`config.mk`:
```
export PLATFORM = sky130hd
export DESIGN_NAME = data_mem_bridge
export DESIGN_NICKNAME = d
export VERILOG_FILES = /design/src/rtl/riscv_bus_pkg.sv /design/src/rtl/bus_timeout_counter.sv /design/src/rtl/data_mem_bridge.sv
export SDC_FILE = /design/constraint.sdc
export NUM_CORES = 1
export LEC_CHECK = 0
export BUFFER_PORTS_ARGS = -buffer_cell sky130_fd_sc_hd__clkbuf_2
export CAP_MARGIN = 20
export CORE_MARGIN = 2
export CORE_UTILIZATION = 40
export DETAILED_ROUTE_END_ITERATION = 8
export GPL_ROUTABILITY_DRIVEN = 0
export PLACE_DENSITY = 0.73
export SLEW_MARGIN = 20
export SYNTH_ARGS = -nofsm -noshare
export SYNTH_HDL_FRONTEND = slang
export SYNTH_SLANG_ARGS = --single-unit
```
`constraint.sdc`:
```
create_clock -name clk -period 4.3 [get_ports clk]
set_clock_uncertainty 0.05 [all_clocks]
set_input_delay 0.86 -clock clk [delete_from_list [all_inputs] [get_ports clk]]
set_output_delay 0.86 -clock clk [all_outputs]
set_load 0.01 [all_outputs]
```
`src/rtl/riscv_bus_pkg.sv`:
```
// Shared bus definitions for the core-side bridges: FSM state encoding and sticky error codes.
package riscv_bus_pkg;

    typedef enum logic [1:0] {
        ST_IDLE = 2'd0,
        ST_REQ  = 2'd1,
        ST_WAIT = 2'd2,
        ST_DONE = 2'd3
    } bus_state_t;

    localparam logic [1:0] ERR_NONE     = 2'd0;
    localparam logic [1:0] ERR_MISALIGN = 2'd1;
    localparam logic [1:0] ERR_RDWR     = 2'd2;
    localparam logic [1:0] ERR_TIMEOUT  = 2'd3;

endpackage

```
`src/rtl/bus_timeout_counter.sv`:
```
// Cycle counter for an outstanding bus transaction; expired is high on the LIMIT-th enabled cycle
// since the last clear. Only instantiated when DATA_BRIDGE_TIMEOUT_EN is defined.
module bus_timeout_counter #(
    parameter int LIMIT = 255
) (
    input  logic clk,
    input  logic reset,
    input  logic clear,
    input  logic enable,
    output logic expired
);

    localparam int CW = $clog2(LIMIT + 1);

    logic [CW-1:0] count;

    always_ff @(posedge clk or posedge reset) begin
        if (reset) begin
            count <= '0;
        end else if (clear) begin
            count <= '0;
        end else if (enable && !expired) begin
            count <= count + CW'(1);
        end
    end

    // count holds the number of enabled cycles already elapsed, so the LIMIT-th one sees LIMIT-1.
    assign expired = enable && (count == CW'(LIMIT - 1));

endmodule

```
`src/rtl/data_mem_bridge.sv`:
```
// Turns the single-cycle core's combinational load/store into a registered bus transaction,
// stalling the core until completion. Optional abort timer: DATA_BRIDGE_TIMEOUT_EN.
module data_mem_bridge
    import riscv_bus_pkg::*;
#(
    parameter int ADDR_WIDTH     = 32,
    parameter int DATA_WIDTH     = 32,
    parameter int TIMEOUT_CYCLES = 255
) (
    input  logic                  clk,
    input  logic                  reset,
    input  logic                  core_read,
    input  logic                  core_write,
    input  logic [ADDR_WIDTH-1:0] core_addr,
    input  logic [DATA_WIDTH-1:0] core_wdata,
    output logic [DATA_WIDTH-1:0] core_rdata,
    output logic                  core_stall,
    output logic                  bus_req_valid,
    input  logic                  bus_req_ready,
    output logic                  bus_req_write,
    output logic [ADDR_WIDTH-1:0] bus_req_addr,
    output logic [DATA_WIDTH-1:0] bus_req_wdata,
    input  logic                  bus_resp_valid,
    input  logic [DATA_WIDTH-1:0] bus_resp_rdata,
    output logic [1:0]            err_code,
    input  logic                  err_clear,
    output logic [1:0]            debug_state
);

    // Handshake: a request transfers on an edge where bus_req_valid && bus_req_ready; valid and
    // the write/addr/wdata fields stay constant until then. A response transfers on any edge with
    // bus_resp_valid while waiting for it; there is no response back-pressure.

    bus_state_t state;
    logic       req;
    logic       misaligned;
    logic       timeout_hit;
    logic [1:0] new_err;

    assign req         = core_read | core_write;
    assign misaligned  = (core_addr[1:0] != 2'b00);
    assign core_stall  = req && (state != ST_DONE);
    assign debug_state = state;

`ifdef DATA_BRIDGE_TIMEOUT_EN
    bus_timeout_counter #(
        .LIMIT(TIMEOUT_CYCLES)
    ) u_timeout (
        .clk    (clk),
        .reset  (reset),
        .clear  (state == ST_IDLE),
        .enable ((state == ST_REQ) || (state == ST_WAIT)),
        .expired(timeout_hit)
    );
`else
    localparam logic [31:0] TIMEOUT_BITS = 32'(TIMEOUT_CYCLES);
    logic unused_timeout;
    assign unused_timeout = ^TIMEOUT_BITS;
    assign timeout_hit    = 1'b0;
`endif

    // A completed handshake on the expiry cycle takes priority over the abort.
    always_comb begin
        new_err = ERR_NONE;
        if (state == ST_IDLE && req) begin
            if (misaligned) begin
                new_err = ERR_MISALIGN;
            end else if (core_read && core_write) begin
                new_err = ERR_RDWR;
            end
        end else if (timeout_hit &&
                     ((state == ST_REQ && !bus_req_ready) ||
                      (state == ST_WAIT && !bus_resp_valid))) begin
            new_err = ERR_TIMEOUT;
        end
    end

    always_ff @(posedge clk or posedge reset) begin
        if (reset) begin
            state         <= ST_IDLE;
            bus_req_valid <= 1'b0;
            bus_req_write <= 1'b0;
            bus_req_addr  <= '0;
            bus_req_wdata <= '0;
            core_rdata    <= '0;
            err_code      <= ERR_NONE;
        end else begin
            if (new_err != ERR_NONE && (err_code == ERR_NONE || err_clear)) begin
                err_code <= new_err;
            end else if (err_clear) begin
                err_code <= ERR_NONE;
            end

            case (state)
                ST_IDLE: begin
                    if (req) begin
                        bus_req_addr  <= {core_addr[ADDR_WIDTH-1:2], 2'b00};
                        bus_req_wdata <= core_wdata;
                        bus_req_write <= core_write;
                        if (misaligned) begin
                            core_rdata <= '0;
                            state      <= ST_DONE;
                        end else begin
                            bus_req_valid <= 1'b1;
                            state         <= ST_REQ;
                        end
                    end
                end
                ST_REQ: begin
                    if (bus_req_ready) begin
                        bus_req_valid <= 1'b0;
                        state         <= ST_WAIT;
                    end else if (timeout_hit) begin
                        bus_req_valid <= 1'b0;
                        core_rdata    <= '0;
                        state         <= ST_DONE;
                    end
                end
                ST_WAIT: begin
                    if (bus_resp_valid) begin
                        if (!bus_req_write) begin
                            core_rdata <= bus_resp_rdata;
                        end
                        state <= ST_DONE;
                    end else if (timeout_hit) begin
                        core_rdata <= '0;
                        state      <= ST_DONE;
                    end
                end
                ST_DONE: begin
                    state <= ST_IDLE;
                end
                default: begin
                    state <= ST_IDLE;
                end
            endcase
        end
    end

endmodule

```
==> run_results.csv, run 1 <==
group,metric,value,unit
die,dieWidth,106,um
worst_setup_path,crit_family,"simple AND/OR/NAND/NOR gates",
yosys,synth_largest_area_cell,"dfrtp_1",
worst_setup_path,max_stage_delay,370,ps
outcome,outcome,"finished, final reports clean",
yosys,ys.flop_type,"dfrtp_1",
grt,antenna_found_initial,0,
clock_tree,htree_levels,3,
route,wl,8.89,mm
timing,setup_viol,0,
timing,finalMaxSlewViolations,0,
yosys,synthTopCellsByArea,"dfrtp_1 (61%), mux2_2 (17%), mux2i_1 (7.8%)",
worst_setup_path,critPathLaunchType,"input port",
timing,worst_slack,1810,ps
yosys,syn_area,4120,um2
grt,grt_pass1_wl,14.5,mm
clock_tree,numClockSinks,100,
clock_tree,numCtsBuffers,9,
grt,grt_max_degree,82,
pwr,peakVddDrop,0.344,mV
timing,whs,459,ps
clock_tree,cts_tree,"done",
yosys,synth_cells,310,
route,wl_per_cell,13.6,um
route,drtIter0Drc,104,
worst_setup_path,critPathSlowestCell,"nor2_1",
clock_tree,post_cts_buffers,0,
route,drcViolationCount,0,
place,placed_area,5270,um2
die,die_area,11100,um2
clock_tree,cts.clk_slew.worst_paths,90,ps
die,start_util,0.405,
hold_path,hp-class,"flip-flop to flip-flop",
die,die_h,106,um
worst_setup_path,crit_type,"input port to output port",
timing,tightestPinTransition,582,ps
yosys,synth_cell_type_count,26,
yosys,seq_area_frac_synth,0.607,
worst_setup_path,reg2reg_to,"core_rdata[4]",
clock_tree,clk_latency,340,ps
die,num_rows,37,
place,post-place-ws,1790,ps
route,antenna_left,0,
layout,antenna_cells,0,
yosys,synth_common_cells,"dfrtp_1 (100), mux2_2 (62), nand2_1 (39)",
layout,drive_gt1_frac,0.560,
place,dp_hpwl,6.69,mm
worst_setup_path,cp_max_fo,5,
yosys,synth-seq-cells,100,
layout,areaGrowthSynthToFinish,33.9,%
yosys,yosysWarnings,0,
timing,finalCritPeriodShare,0.579,
timing,fin_setup_tns,0,ps
layout,finalNetCount,623,
flow_run,maxCapViolCount,0,
clock_tree,root_buffer,"clkbuf_8",
yosys,async_flop_share,1.00,
timing,fin_crit,2490,ps
pwr,power.leakage,2.96,nW
worst_setup_path,crit_buf_inv,2,
worst_setup_path,reg2reg_slack,1900,ps
grt,grt_pass1_vias,3162,
die,io_pins,206,
worst_setup_path,crit_required,3390,ps
worst_setup_path,r2r-start,"debug_state[0]",
grt,groute.usage.overall,0.160,
hold_path,min_to,"bus_req_wdata[31]",
worst_setup_path,path_cells,"clkbuf_2, nor2_1, nor2_1, clkbuf_2",
grt,overflow,0,
timing,final-hold-violation-count,0,
layout,design_area,5520,um2
timing,slew_headroom,0.611,
pwr,cellPowerDensity,734,nW/um2
timing,fmax,402,MHz
worst_setup_path,endpoint_kind,"output port",
route,num_vias,2978,
worst_setup_path,cp.arrival,1580,ps
hold_path,hp-start,"bus_req_wdata[31]",
yosys,yosysMostFrequentCell,"dfrtp_1",
clock_tree,cts_hold_buf,0,
place,io_buffer_count,203,
clock_tree,cts_max_path_buffers,2,
route,drt-vias-per-instance,4.54,
clock_tree,cts_resized,0,
yosys,synth.top_cell.area_share,0.607,
yosys,synth_edf_count,0,
worst_setup_path,r2r_cells,8,
route,dr.pass1.iters,4,
timing,rsz0062_at_grt,"false",
hold_path,hold_path_depth,1,
die,core_area,10200,um2
yosys,synth.avg_cell_area,13.3,um2
## report_power, final
| part | total, mW | switching, mW | internal, mW |
|---|---|---|---|
| Sequential | 1.57 | 0.216 | 1.35 |
| Combinational | 1.81 | 0.907 | 0.899 |
| Clock | 0.676 | 0.327 | 0.349 |
## worst reg2reg max path, delay by kind of cell, from the launching register on
family / cells / cell delay, ps
buffers and inverters: 3 / 960
flip-flops: 1 / 430
multiplexers: 1 / 290
AND/OR/NAND/NOR: 1 / 230
adder cells (fa/ha/maj): 1 / 200
AO/OA/AOI/OAI: 2 / 160
## kinds of logic after synthesis
| logic type | share of synthesized area |
|---|---|
| buffers and inverters | 0.0559 |
| flip-flops | 0.607 |
| multiplexers | 0.247 |
| other | 0.000910 |
| AND/OR/NAND/NOR | 0.0458 |
| AO/OA/AOI/OAI | 0.0279 |
| adder cells (fa/ha/maj) | 0.0152 |
## through the flow
stage           util  instances  total power [mW]
2_1_floorplan      -        311              2.78
3_3_place_gp   0.517        639              3.35
3_5_place_dp   0.517        639              3.43
4_1_cts        0.540        655              4.11
5_1_grt        0.542        656              4.33
6_report       0.542        656              4.05
## state kept, by name, indices dropped and copies added, names as in the netlist
name and count:
err_code 2, bus_req_valid 1, bus_req_wdata 32, debug_state 2, bus_req_write 1, bus_req_addr 30
core_rdata 32
## how the worst max path moves through the flow
stage / endpoint / cells past startpoint / start
finish: core_stall / 4 / core_write
global route: core_rdata[25] / 8 / debug_state[0]
CTS: core_stall / 4 / core_write
detailed placement: core_rdata[16] / 6 / core_write
global placement: core_stall / 4 / core_write
floorplan: bus_req_addr[10] / 1 / reset
## final cells by class
cell class / instances / area [um2]
timing repair buffer: 208 / 1080
clock inverter: 6 / 93.8
clock buffer: 10 / 138
multi-input combinational: 160 / 1400
tap: 136 / 170
fill: 892 / 4660
sequential: 100 / 2500
inverter: 36 / 138
## placed cells by master (no fill, tap or decap), types with 2 or more instances in the layout
cell type	count
clkbuf_2	203
dfrtp_1	100
mux2_2	62
nand2_1	39
inv_1	35
mux2i_1	32
clkbuf_8	10
ha_1	5
nor2_1	3
o21ai_0	3
buf_4	3
o31ai_1	2
conb_1	2
bufinv_16	2
inv_6	2
buf_12	2
## metal layers
layer  GRT usage  up-vias  part of all wire
met2       0.271      123              0.49
met3      0.0439       15             0.077
met5           0        -                 0
li1            -     1421                 -
met4      0.0545        0             0.017
met1       0.199     1419              0.41
Note: power is estimated with default switching activity, not from simulation.
==> inputs of run 2 (changes only) <==
--- a/config.mk
+++ b/config.mk
@@ -5,6 +5,7 @@
 export SDC_FILE = /design/constraint.sdc
 export NUM_CORES = 1
 export LEC_CHECK = 0
+export ABC_AREA = 1
 export BUFFER_PORTS_ARGS = -buffer_cell sky130_fd_sc_hd__clkbuf_2
 export CAP_MARGIN = 20
 export CORE_MARGIN = 2
==> constraint.sdc (replaced) <==
create_clock -name clk -period 2.4 [get_ports clk]
set_clock_uncertainty 0.05 [all_clocks]
set_input_delay 0.48 -clock clk [delete_from_list [all_inputs] [get_ports clk]]
set_output_delay 0.48 -clock clk [all_outputs]
set_load 0.01 [all_outputs]
==> run 2 against run 1 <==
Effect of this change:
- die area rose by 4.0%
- register-to-register slack got worse by 1500 ps
- routed wire length rose by 18%
- critical endpoint is now core_rdata[13]
- largest power group unchanged
- highest routed layer unchanged
==> run_results.csv, run 2 <==
group,metric,value,unit
layout,drive_gt1_frac,0.320,
route,wl,10.5,mm
yosys,synth_common_cells,"nand2_1 (298), dfrtp_1 (100), inv_1 (44)",
grt,antenna_found_initial,0,
yosys,synthTopCellsByArea,"dfrtp_1 (58%), nand2_1 (26%), inv_1 (3.8%)",
die,die_area,11600,um2
timing,finalCritPeriodShare,0.843,
yosys,async_flop_share,1.00,
yosys,synth_cells,530,
worst_setup_path,endpoint_kind,"flip-flop",
grt,grt_max_degree,101,
pwr,totalPowerFinal,7.30,mW
clock_tree,clk_latency,350,ps
clock_tree,htree_levels,3,
pwr,peakVddDrop,0.745,mV
yosys,yosysMostFrequentCell,"nand2_1",
pwr,cellPowerDensity,1300,nW/um2
route,dr.pass1.iters,4,
yosys,synth.top_cell.area_share,0.583,
die,dieWidth,108,um
timing,worst_slack,377,ps
yosys,synth_edf_count,0,
die,die_h,108,um
clock_tree,numCtsBuffers,9,
timing,fin_crit,2020,ps
timing,fmax,494,MHz
grt,grt_pass1_wl,16.9,mm
hold_path,hp-class,"input port to asynchronous set/reset pin",
worst_setup_path,cp.arrival,2210,ps
grt,grt_pass1_vias,3650,
layout,fillCellCount,951,
yosys,synth-seq-cells,100,
route,num_vias,3925,
die,io_pins,206,
timing,finalMaxSlewViolations,0,
route,drt-vias-per-instance,4.54,
timing,setup_viol,0,
pwr,power.leakage,3.59,nW
clock_tree,post_cts_buffers,0,
layout,final_cell_mix,"nand2_1 (298), clkbuf_2 (203), dfrtp_1 (100)",
timing,fin_setup_tns,0,ps
timing,tightestPinTransition,627,ps
clock_tree,root_buffer,"clkbuf_8",
yosys,syn_area,4290,um2
clock_tree,cts_hold_buf,0,
die,start_util,0.414,
yosys,yosysWarnings,0,
worst_setup_path,cp_max_fo,33,
yosys,synth.avg_cell_area,8.10,um2
timing,whs,215,ps
route,drtIter0Drc,243,
layout,finalNetCount,832,
layout,antenna_cells,0,
timing,final-hold-violation-count,0,
die,core_area,10400,um2
clock_tree,cts.clk_slew.worst_paths,100,ps
layout,final_common_cell,"nand2_1",
flow_run,maxCapViolCount,0,
yosys,synth_cell_type_count,20,
layout,seqCellArea,2500,um2
place,dp_hpwl,7.71,mm
worst_setup_path,crit_type,"flip-flop to flip-flop",
route,wl_per_cell,12.1,um
clock_tree,cts_tree,"done",
die,num_rows,37,
place,post-place-ws,389,ps
grt,groute.usage.overall,0.184,
route,antenna_left,0,
route,drcViolationCount,0,
worst_setup_path,crit_required,2590,ps
timing,rsz0062_at_grt,"false",
outcome,outcome,"finished, final reports clean",
grt,overflow,0,
clock_tree,cts_max_path_buffers,2,
layout,areaGrowthSynthToFinish,31.0,%
yosys,ys.flop_type,"dfrtp_1",
yosys,synth_largest_area_cell,"dfrtp_1",
layout,top_regs,"bus_req_wdata (32), core_rdata (32), bus_req_addr (30)",
yosys,seq_area_frac_synth,0.583,
layout,multi_input_area,1470,um2
timing,slew_headroom,0.582,
clock_tree,numClockSinks,100,
worst_setup_path,critPathLaunchType,"flip-flop",
place,io_buffer_count,203,
clock_tree,cts_resized,0,
run 2: cell count changes in the layout (fill, tap and decap cells not counted), moves of 2 or more:
cell     change
inv_1        +8
nand2_1    +259
nand2_2      +2
mux2i_1     -32
o31ai_1      -2
inv_2        +2
nand3_1      +3
o21ai_1      +5
mux2_2      -62
o21ai_0     +29
nor2_1       +3
run 2: worst paths after layout:
| kind | from | end | slack, ps | cells past startpoint |
|---|---|---|---|---|
| min reg2reg | bus_req_valid | bus_req_valid | 430 | 2 |
| min in group clk | core_wdata[29] | bus_req_wdata[29] | 260 | 3 |
| max reg2reg | debug_state[0] | core_rdata[13] | 380 | 8 |
| max | debug_state[0] | core_rdata[13] | 380 | 8 |
| min | reset | bus_req_wdata[25] | 210 | 3 |
| max in group asynchronous | reset | core_rdata[13] | 1710 | 3 |
run 2: worst max-delay path: stages (launching register included):
cell and delay [ps]:
dfrtp_1 440, inv_1 130, ha_1 380, nand2_1 170
nand2_4 290, nor2_4 60, buf_4 240, nand2_1 100
nand2_1 50
run 2: metrics by stage:
stage,utilization,cells,instance area [um2]
after floorplan,-,531,4300
after global placement,0.522,849,5410
after detailed placement,0.522,849,5410
after CTS,0.542,865,5630
after global routing,0.542,865,5630
final,0.542,865,5630
run 2: power breakdown:
part	switching (mW)	total (mW)	internal, mW
sequential	0.421	2.87	2.45
clock	0.576	1.13	0.553
combinational	2.11	3.30	1.19
run 2: kinds of logic (layout without fill, tap and decap cells):
logic type,count (synthesis),in the layout,share of synthesized area
simple gates,313,313,0.280
flops,100,100,0.583
buf+inv,73,271,0.0764
compound gates,38,38,0.0452
fa+ha+maj,5,5,0.0146
other cells,1,2,0.000874
run 2: layer usage:
| layer | wire length, um | part of all wire | global-route usage |
|---|---|---|---|
| met1 | 4500 | 0.43 | 0.236 |
| met2 | 4810 | 0.46 | 0.294 |
| met3 | 985 | 0.094 | 0.0599 |
| met4 | 160 | 0.015 | 0.0614 |
| met5 | 0 | 0 | 0 |
run 2: cell type report:
type                       instances  share of cell area
sequential                       100               0.445
multi-input combinational        358               0.262
timing repair buffer             209               0.193
inverter                          46              0.0314
tap                              136              0.0302
clock buffer                      11              0.0269
clock inverter                     5              0.0116
==> inputs of run 3 (changes only) <==
==> constraint.sdc (replaced) <==
create_clock -name clk -period 2 [get_ports clk]
set_clock_uncertainty 0.05 [all_clocks]
set_input_delay 0.4 -clock clk [delete_from_list [all_inputs] [get_ports clk]]
set_output_delay 0.4 -clock clk [all_outputs]
set_load 0.01 [all_outputs]
==> run 3 against run 2 <==
Effect of this change:
- final area down 0.22%
- routed wire length up 3.5%
- via count is 0.79% higher
==> run_results.csv, run 3 (synthesis results as in run 2) <==
group,metric,value,unit
worst_setup_path,path_cells,"inv_1, ha_1, nand3_1, nand2_2, buf_4, o21ai_0, nand2_1",
timing,tightestPinTransition,546,ps
worst_setup_path,endpoint_kind,"flip-flop",
grt,grt_pass1_vias,3819,
timing,fin_crit,1820,ps
worst_setup_path,worstSetupEndpoint,"core_rdata[25]",
layout,top_regs,"bus_req_wdata (32), core_rdata (32), bus_req_addr (30)",
clock_tree,root_buffer,"clkbuf_8",
worst_setup_path,critPathSlowestCell,"dfrtp_1",
timing,worst_slack,178,ps
worst_setup_path,max_stage_delay,440,ps
route,wl,10.8,mm
pwr,cellPowerDensity,1550,nW/um2
route,drcViolationCount,0,
clock_tree,numClockSinks,100,
die,start_util,0.414,
worst_setup_path,critPathLaunchType,"flip-flop",
clock_tree,htree_levels,3,
grt,grt-busiest-layer,"met2",
worst_setup_path,startpoint,"debug_state[0]",
worst_setup_path,crit_required,2250,ps
worst_setup_path,reg2reg_slack,180,ps
clock_tree,cts_max_path_buffers,2,
layout,finalNetCount,835,
timing,fmax,549,MHz
worst_setup_path,crit_type,"flip-flop to flip-flop",
route,drtIter0Drc,289,
worst_setup_path,reg2reg_to,"core_rdata[25]",
place,io_buffer_count,203,
layout,design_area,5610,um2
timing,finalMaxSlewViolations,0,
route,wl_per_cell,12.5,um
place,placed_area,5410,um2
die,die_area,11600,um2
clock_tree,clk_latency,350,ps
grt,antenna_found_initial,0,
timing,finalCritPeriodShare,0.911,
layout,final_common_cell,"nand2_1",
timing,rsz0062_at_grt,"false",
place,post-place-ws,-16.5,ps
grt,groute.usage.overall,0.188,
grt,grt_util_met1,0.243,
layout,drive_gt1_frac,0.324,
grt,grt_pass1_wl,17.5,mm
die,core_area,10400,um2
route,dr.pass1.iters,5,
layout,fillCellCount,977,
worst_setup_path,r2r_cells,7,
outcome,outcome,"finished, final reports clean",
grt,grt_max_degree,101,
worst_setup_path,cp.arrival,2070,ps
timing,slew_headroom,0.636,
flow_run,maxCapViolCount,0,
worst_setup_path,cp_max_fo,32,
grt,met3_usage,0.0406,
die,die_h,108,um
grt,met2_usage,0.315,
place,dp_hpwl,7.91,mm
pwr,peakVddDrop,0.657,mV
clock_tree,post_cts_buffers,0,
hold_path,hp-class,"input port to asynchronous set/reset pin",
clock_tree,cts_tree,"done",
worst_setup_path,r2r-start,"debug_state[0]",
route,drt-vias-per-instance,4.56,
layout,antenna_cells,0,
die,dieWidth,108,um
pwr,power.leakage,3.59,nW
route,num_vias,3956,
route,antenna_left,0,
timing,fin_setup_tns,0,ps
layout,areaGrowthSynthToFinish,30.7,%
timing,setup_viol,0,
grt,overflow,0,
timing,final-hold-violation-count,0,
layout,final_cell_mix,"nand2_1 (298), clkbuf_2 (203), dfrtp_1 (100)",
clock_tree,cts.clk_slew.worst_paths,100,ps
pwr,totalPowerFinal,8.69,mW
die,num_rows,37,
clock_tree,numCtsBuffers,9,
die,io_pins,206,
==> run 3: cell type report <==
class | count | area, um2 | share of cell area
tap | 136 | 170 | 0.0303
clock buffer | 12 | 165 | 0.0294
inverter | 46 | 176 | 0.0314
multi-input combinational | 359 | 1490 | 0.265
timing repair buffer | 211 | 1090 | 0.194
clock inverter | 4 | 22.5 | 0.00401
sequential | 100 | 2500 | 0.446
==> run 3: how the worst min path moves through the flow <==
stage / start / endpoint / slack, ps
after global placement: bus_req_addr[23] / bus_req_addr[23] / 410
final: reset / bus_req_write / 100
after floorplan: bus_req_valid / bus_req_valid / 450
after CTS: reset / bus_req_wdata[24] / 150
after global routing: reset / bus_req_wdata[24] / 170
after detailed placement: bus_req_wdata[15] / bus_req_wdata[15] / 410
==> run 3: worst max-delay path: cells and delay by family, from the launching register on <==
kind / cells / cell delay (ps)
adders and majority gates: 1 / 270
and+or+nand+nor: 3 / 420
buffers and inverters: 2 / 450
DFF: 1 / 440
AOI/OAI and AO/OA: 1 / 130
==> run 3: routing by layer <==
layer | vias up | routed length [um]
met5 | - | 0
met4 | 0 | 170
met3 | 15 | 965
met2 | 180 | 4980
met1 | 1792 | 4700
li1 | 1969 | -
==> run 3: timing repair <==
action / CTS / global route
gates cloned: 1 / 0
resized for setup: 1 / 1
endpoints found under the setup margin: 20 / 17
hold buffers: 0 / 0
==> run 3: power breakdown <==
| group | total [mW] | switching, mW | internal (mW) |
|---|---|---|---|
| combinational | 4.03 | 2.60 | 1.43 |
| clock | 1.20 | 0.655 | 0.549 |
| sequential | 3.45 | 0.516 | 2.94 |
==> run 3: per-stage QoR <==
step	utilization	cells	hold slack (ps)
floorplan	-	531	455
global placement	0.522	851	410
detailed placement	0.522	851	414
CTS	0.541	868	148
global route	0.541	868	166
finish	0.541	868	105
